`src/rtl/uart_rx_ctrl.sv`:
```
// uart_rx_ctrl -- UART receive controller for the uart_loopback path.
// Synchronises the serial line, detects the start-bit falling edge, enables
// the baud generator (bps_start) for the whole frame and deserialises the
// frame LSB-first on each mid-bit pulse (bps_hf). A good frame updates
// rx_data with a one-cycle rx_valid strobe; a bad stop bit gives a
// one-cycle rx_err strobe instead.
// Optional feature macro: UART_RX_PARITY_EN -- inserts a parity bit between
// the data bits and the stop bit (sense chosen by PARITY_ODD).
module uart_rx_ctrl #(
   parameter int DATA_BITS   = 8,
   parameter int SYNC_STAGES = 2,
   parameter int PARITY_ODD  = 0
) (
   input  logic                 clk,
   input  logic                 rst,
   input  logic                 rs232_rx,
   input  logic                 bps_hf,
   output logic                 bps_start,
   output logic [DATA_BITS-1:0] rx_data,
   output logic                 rx_valid,
   output logic                 rx_err,
   output logic                 rx_busy
);

   localparam int CNT_W = 4;
   localparam logic [CNT_W-1:0] LAST_BIT = CNT_W'(DATA_BITS - 1);

   // Elaboration-time sanity checks on the configuration.
   if ((DATA_BITS < 5) || (DATA_BITS > 8)) begin : g_bad_data_bits
      $error("uart_rx_ctrl: DATA_BITS must be in 5..8");
   end
   if (SYNC_STAGES < 2) begin : g_bad_sync
      $error("uart_rx_ctrl: SYNC_STAGES must be at least 2");
   end
   if ((PARITY_ODD != 0) && (PARITY_ODD != 1)) begin : g_bad_parity
      $error("uart_rx_ctrl: PARITY_ODD must be 0 or 1");
   end

`ifdef UART_RX_PARITY_EN
   typedef enum logic [2:0] {
      ST_IDLE   = 3'd0,
      ST_START  = 3'd1,
      ST_DATA   = 3'd2,
      ST_PARITY = 3'd3,
      ST_STOP   = 3'd4
   } state_t;
`else
   typedef enum logic [2:0] {
      ST_IDLE   = 3'd0,
      ST_START  = 3'd1,
      ST_DATA   = 3'd2,
      ST_STOP   = 3'd4
   } state_t;
`endif

   state_t                 state_r;
   logic [SYNC_STAGES-1:0] sync_r;
   logic                   rx_s;
   logic                   rx_prev_r;
   logic                   fall_s;
   logic [DATA_BITS-1:0]   shift_r;
   logic [CNT_W-1:0]       bit_cnt_r;
   logic                   frame_ok_s;

`ifdef UART_RX_PARITY_EN
   logic                   par_err_r;

   // Expected parity bit for a data word: even parity, inverted for odd.
   function automatic logic parity_calc(input logic [DATA_BITS-1:0] data);
      logic p;
      p = ^data;
      if (PARITY_ODD == 1) begin
         p = ~p;
      end
      return p;
   endfunction
`endif

   // Synchroniser chain on the asynchronous serial line; resets to idle-high.
   always_ff @(posedge clk or negedge rst) begin
      if (!rst) begin
         sync_r    <= {SYNC_STAGES{1'b1}};
         rx_prev_r <= 1'b1;
      end else begin
         sync_r    <= {sync_r[SYNC_STAGES-2:0], rs232_rx};
         rx_prev_r <= rx_s;
      end
   end

   // Synchronised line and its falling-edge detect.
   always_comb begin
      rx_s   = sync_r[SYNC_STAGES-1];
      fall_s = rx_prev_r & ~rx_s;
   end

   // Stop-bit verdict: stop bit high and, with parity, no latched parity error.
   always_comb begin
`ifdef UART_RX_PARITY_EN
      if (rx_s && !par_err_r) begin
         frame_ok_s = 1'b1;
      end else begin
         frame_ok_s = 1'b0;
      end
`else
      if (rx_s) begin
         frame_ok_s = 1'b1;
      end else begin
         frame_ok_s = 1'b0;
      end
`endif
   end

   // Receive FSM with registered outputs; strobes default low every cycle.
   always_ff @(posedge clk or negedge rst) begin
      if (!rst) begin
         state_r   <= ST_IDLE;
         bps_start <= 1'b0;
         rx_data   <= '0;
         rx_valid  <= 1'b0;
         rx_err    <= 1'b0;
         rx_busy   <= 1'b0;
         shift_r   <= '0;
         bit_cnt_r <= '0;
`ifdef UART_RX_PARITY_EN
         par_err_r <= 1'b0;
`endif
      end else begin
         rx_valid <= 1'b0;
         rx_err   <= 1'b0;
         case (state_r)
            ST_IDLE: begin
               if (fall_s) begin
                  state_r   <= ST_START;
                  bps_start <= 1'b1;
                  rx_busy   <= 1'b1;
               end
            end
            ST_START: begin
               if (bps_hf) begin
                  if (!rx_s) begin
                     state_r   <= ST_DATA;
                     bit_cnt_r <= '0;
`ifdef UART_RX_PARITY_EN
                     par_err_r <= 1'b0;
`endif
                  end else begin
                     // Line was high again at mid start bit: a glitch, not a frame.
                     state_r   <= ST_IDLE;
                     bps_start <= 1'b0;
                     rx_busy   <= 1'b0;
                  end
               end
            end
            ST_DATA: begin
               if (bps_hf) begin
                  shift_r <= {rx_s, shift_r[DATA_BITS-1:1]};
                  if (bit_cnt_r == LAST_BIT) begin
                     bit_cnt_r <= '0;
`ifdef UART_RX_PARITY_EN
                     state_r   <= ST_PARITY;
`else
                     state_r   <= ST_STOP;
`endif
                  end else begin
                     bit_cnt_r <= bit_cnt_r + 4'd1;
                  end
               end
            end
`ifdef UART_RX_PARITY_EN
            ST_PARITY: begin
               if (bps_hf) begin
                  // A mismatch is only remembered; the verdict is given at STOP.
                  if (rx_s != parity_calc(shift_r)) begin
                     par_err_r <= 1'b1;
                  end
                  state_r <= ST_STOP;
               end
            end
`endif
            ST_STOP: begin
               if (bps_hf) begin
                  state_r   <= ST_IDLE;
                  bps_start <= 1'b0;
                  rx_busy   <= 1'b0;
`ifdef UART_RX_PARITY_EN
                  par_err_r <= 1'b0;
`endif
                  if (frame_ok_s) begin
                     rx_data  <= shift_r;
                     rx_valid <= 1'b1;
                  end else begin
                     rx_err   <= 1'b1;
                  end
               end
            end
            default: begin
               // Unreachable encoding: fall back to a safe idle.
               state_r   <= ST_IDLE;
               bps_start <= 1'b0;
               rx_busy   <= 1'b0;
               bit_cnt_r <= '0;
            end
         endcase
      end
   end

endmodule

```
`config.mk`:
```
export PLATFORM = sky130hd
export DESIGN_NAME = uart_rx_ctrl
export DESIGN_NICKNAME = d
export VERILOG_FILES = /design/src/rtl/uart_rx_ctrl.sv
export SDC_FILE = /design/constraint.sdc
export NUM_CORES = 1
export LEC_CHECK = 0
export ABC_AREA = 1
export CORE_MARGIN = 2
export CORE_UTILIZATION = 50
export CTS_BUF_LIST = sky130_fd_sc_hd__clkbuf_4 sky130_fd_sc_hd__clkbuf_8
export DETAILED_ROUTE_END_ITERATION = 8
export PLACE_DENSITY = 0.72
export SKIP_CTS_REPAIR_TIMING = 1
export SLEW_MARGIN = 25
export SYNTH_ARGS = -nofsm -noshare
export SYNTH_HDL_FRONTEND = slang
export SYNTH_SLANG_ARGS = --single-unit
```
`constraint.sdc`:
```
create_clock -name clk -period 1.4 [get_ports clk]
set_clock_uncertainty 0.2 [all_clocks]
set_input_delay 0.42 -clock clk [delete_from_list [all_inputs] [get_ports clk]]
set_output_delay 0.42 -clock clk [all_outputs]
set_load 0.005 [all_outputs]
```
==> impl.org <==
** Run status
- Run status :: finished, violations left
- The final reports fail on negative setup slack.

** Floorplan
- I/O pin total :: 16
- After floorplanning, the core was sized to cover ~2500 sq um.
- In this run the core area contains 18 standard-cell rows.
- The floorplan step defined a die boundary enclosing 3045 sq um.
- Effective utilization at floorplan :: 52.88%
- Chip Width :: 55.19 um
- In this run the vertical extent of the chip is 55.19 um.

** Power and ir drop
- Sequential Power Share :: roughly 39%
- The internal power of the cells totals 0.001642 W.
- Net Sw Frac :: approximately two fifths
- Clock group share of total power :: 18.6%
- Logic pwr share :: 42.0%
- For this design the total switching power over the nets is approximately 0.0011 W.
- For this design the ratio of total power to cell area is around 1500 nW/um^2.
- IR analysis of the VDD net gives a maximum drop of roughly 1.1 mV.
- Leakage power :: 0.8909 nW

** STA
- Setup violations remaining at the end of the flow were counted as 27.
- Final-report hold violation count :: 0
- Smallest hold slack :: 162.9 ps
- Setup repair after global routing could not meet its margin everywhere.
- In this run the tightest slew margin relative to its limit is 82.81%.
- Setup TNS :: -1651 ps
- Final Slew Violations :: 0
- Final critical-path setup slack :: -173.1 ps
- At the pin with the least slew margin, the transition time is ~260 ps.
- Highest clock frequency the design can meet :: between 600 and 700 MHz
- Ratio of final minimum period to clock period :: 112.4%
- Minimum period implied by the final worst setup slack :: ~1600 ps

** Global route
- Summed over all layers, the global routing overflow is 0.
- The via count of the first global-routing pass came to 883.
- Wire length of the first global-routing pass :: 3988 um
- Antenna violations before repair :: 0
- For this run, the total global-route usage over all layers was measured as between 10% and 20%.
- Entering global routing, the biggest net connects 30 pins.

** Layout
- Number of non-filler instances in the completed layout :: 209
- Fraction of final layout cells sized beyond drive strength 1 :: between 40 and 50%
- After the last flow step, the layout net total stands at 183.
- Synthesis-to-finish area growth :: 36.29%
- The layout has 192 filler cells.
- Summing all flip-flop and latch instances after layout gives around 730 sq um.
- At the end of the flow the core is filled with cells to around 70%.
- Multi-input gate area :: 595.6 sq um
- N_diodes :: 0

** Detailed routing
- Number of DRC violations after detailed-routing iteration 0 :: 20
- Final antenna-violating net count :: 0
- Total number of vias :: 1076
- Detailed routing placed a total of 139 um of wire on met3.
- M1 wire length :: 1206 um
- Number of design rule violations left after detail routing :: 0
- Number of vias per cell :: 5.148
- Top routing layer in use :: met4
- Post-DR wirelength/cell :: about 14 um
- Met2 WL :: between 1500 and 2000 um
- First-pass detailed-route iteration total :: 4
- Final WL :: 2902 um

** Yosys
- Of the synthesized area, sequential elements account for 55.68%.
- Synthesis produced a netlist with a net count of 146.
- Number of warnings reported in the yosys synthesis log :: 0
- Top cell type by total area after synthesis :: sky130_fd_sc_hd__dfrtp_1
- Synthesized flop and latch total :: 29
- Yosys top cell area share :: between 40% and 50%
- Synth Area per Inst :: 9.291 sq um
- The cell area that synthesis handed to floorplanning was 1310 sq um.
- In the synthesized netlist, the number of instances is 141.
- Top area cells in the synthesized netlist :: sky130_fd_sc_hd__dfrtp_1 (50%), sky130_fd_sc_hd__nand2_1 (10%), sky130_fd_sc_hd__o21ai_0 (6.1%)
- After synthesis, the netlist uses 22 different library cells.

** Setup path
- Type of the setup path with the least slack :: reg -> out
- Among all stages on the critical path, the largest delay is contributed by sky130_fd_sc_hd__dfrtp_1.
- Peak fanout along the critical path :: 2
- The worst setup path is captured at an output pin.
- Data arrives at the worst endpoint at 950 ps.
- Data required time of the worst path :: 780 ps
- Among the stages of the critical path, the cell type that occurs most often is sky130_fd_sc_hd__buf_6.
- The signal on the critical path passes through buf_6 -> buf_6.
- Largest stage delay on the critical path :: about 400 ps
- The worst setup path is launched from a register.

** Clock network
- Clock-pin slew was measured on the worst setup and hold paths at 100 ps.
- Counting the buffers created by CTS gives 5.
- Sinks on the clock net :: 29
- Buffers from clock root to sink, at most :: 2
- The later pin in the worst-skew pair is clocked with a latency of 340 ps.
- Clock tree from TritonCTS :: yes
- The cell sitting at the root of the clock tree is a sky130_fd_sc_hd__clkbuf_4.
- The H-tree was split into 2 levels.

** Placement
- The HPWL after detailed placement is about 1800 um.
- Placer's final routability congestion estimate :: 0.9368
- Number of cells in the design after placement :: 192
- In this run the tool buffered the top-level ports with 15 buffer cells.

** Min path
- Type of the most critical hold path :: reg -> reg

** Flow run
- Across the run, the number of max-cap violations was 0.
==> worst max-delay path, delay by kind of cell, from the launching register on <==
family	cells	cell delay, ps
buf+inv	2	220
flops	1	400
==> synth_stat cells (all sizes together) <==
cell	instances
buf	3
dfstp	3
inv	21
nand2	36
nand4	1
dfrtp	26
o21ai	24
o21bai	1
xor2	1
nor2	12
o31ai	1
nand3	10
nor4	1
ha	1
==> routing by layer <==
| layer | global-route usage, % | vias up |
|---|---|---|
| li1 | - | 527 |
| met1 | 24.83 | 521 |
| met2 | 29.56 | 25 |
| met3 | 7.258 | 3 |
| met4 | 7.317 | 0 |
| met5 | 0 | - |
==> kinds of logic (layout without fill, tap and decap cells) <==
logic type / after synthesis / after routing / synth area share, %
adders and majority gates: 1 / 1 / 0.9550
buffers and inverters: 24 / 61 / 8.309
AOI/OAI and AO/OA: 26 / 26 / 12.61
and+or+nand+nor: 60 / 61 / 21.78
xor gates and xnor gates: 1 / 1 / 0.6687
DFF: 29 / 29 / 55.68
==> metrics by stage <==
stage,total power [W],setup slack (ps),area (sq um)
2_1_floorplan,0.001618,0.2962,1310
3_3_place_gp,0.001809,-383.6,1560
3_5_place_dp,0.001858,-490.7,1560
4_1_cts,0.002373,-472.0,1615
5_1_grt,0.002925,-212.7,1785
6_report,0.002745,-173.1,1785
==> power groups by stage <==
stage	Combinational (W)	Sequential, W	Clock [W]
5_1_grt	0.00127	0.00110	0.000561
2_1_floorplan	0.000557	0.00106	0
3_3_place_gp	0.000746	0.00106	0
4_1_cts	0.000787	0.00106	0.000525
3_5_place_dp	0.000780	0.00108	0
6_report	0.00115	0.00108	0.000511
==> sequential cells by signal, indices dropped and copies added, names as in the netlist <==
name,flops
rx_prev_r,1
rx_err,1
bit_cnt_r,4
shift_r,8
rx_busy,1
rx_valid,1
state_r,3
sync_r,2
rx_data,8
==> cell usage in the layout, fill, tap and decap left out, drive strengths merged <==
cell type | netlist | final
buf | 3 | 18
clkbuf | 0 | 15
clkdlybuf4s50 | 0 | 2
clkinv | 0 | 2
clkinvlp | 0 | 1
dfrtp | 26 | 26
dfstp | 3 | 3
dlymetal6s2s | 0 | 2
ha | 1 | 1
inv | 21 | 21
nand2 | 36 | 37
nand3 | 10 | 10
nand4 | 1 | 1
nor2 | 12 | 12
nor4 | 1 | 1
o21ai | 24 | 24
o21bai | 1 | 1
o31ai | 1 | 1
xor2 | 1 | 1
==> path summary, 6_finish.rpt <==
path                            startpoint      endpoint  slack [ps]  depth (start not counted)
worst max-delay path               rx_busy     bps_start        -170                          2
worst min-delay path             sync_r[0]     sync_r[1]         160                          0
worst max register to register  state_r[2]  bit_cnt_r[3]        -130                          7
worst min register to register   sync_r[0]     sync_r[1]         160                          0
max in group asynchronous              rst     sync_r[0]         530                          2
min in group asynchronous              rst       rx_busy         230                          2
==> area by class of cell <==
cell class	count	share of cell area, %
timing repair buffer	32	15.56
inverter	21	4.975
clock buffer	5	2.102
sequential	29	40.93
tap	30	2.102
clock inverter	3	0.9811
multi-input combinational	89	33.36
Note: power is estimated with default switching activity, not from simulation.
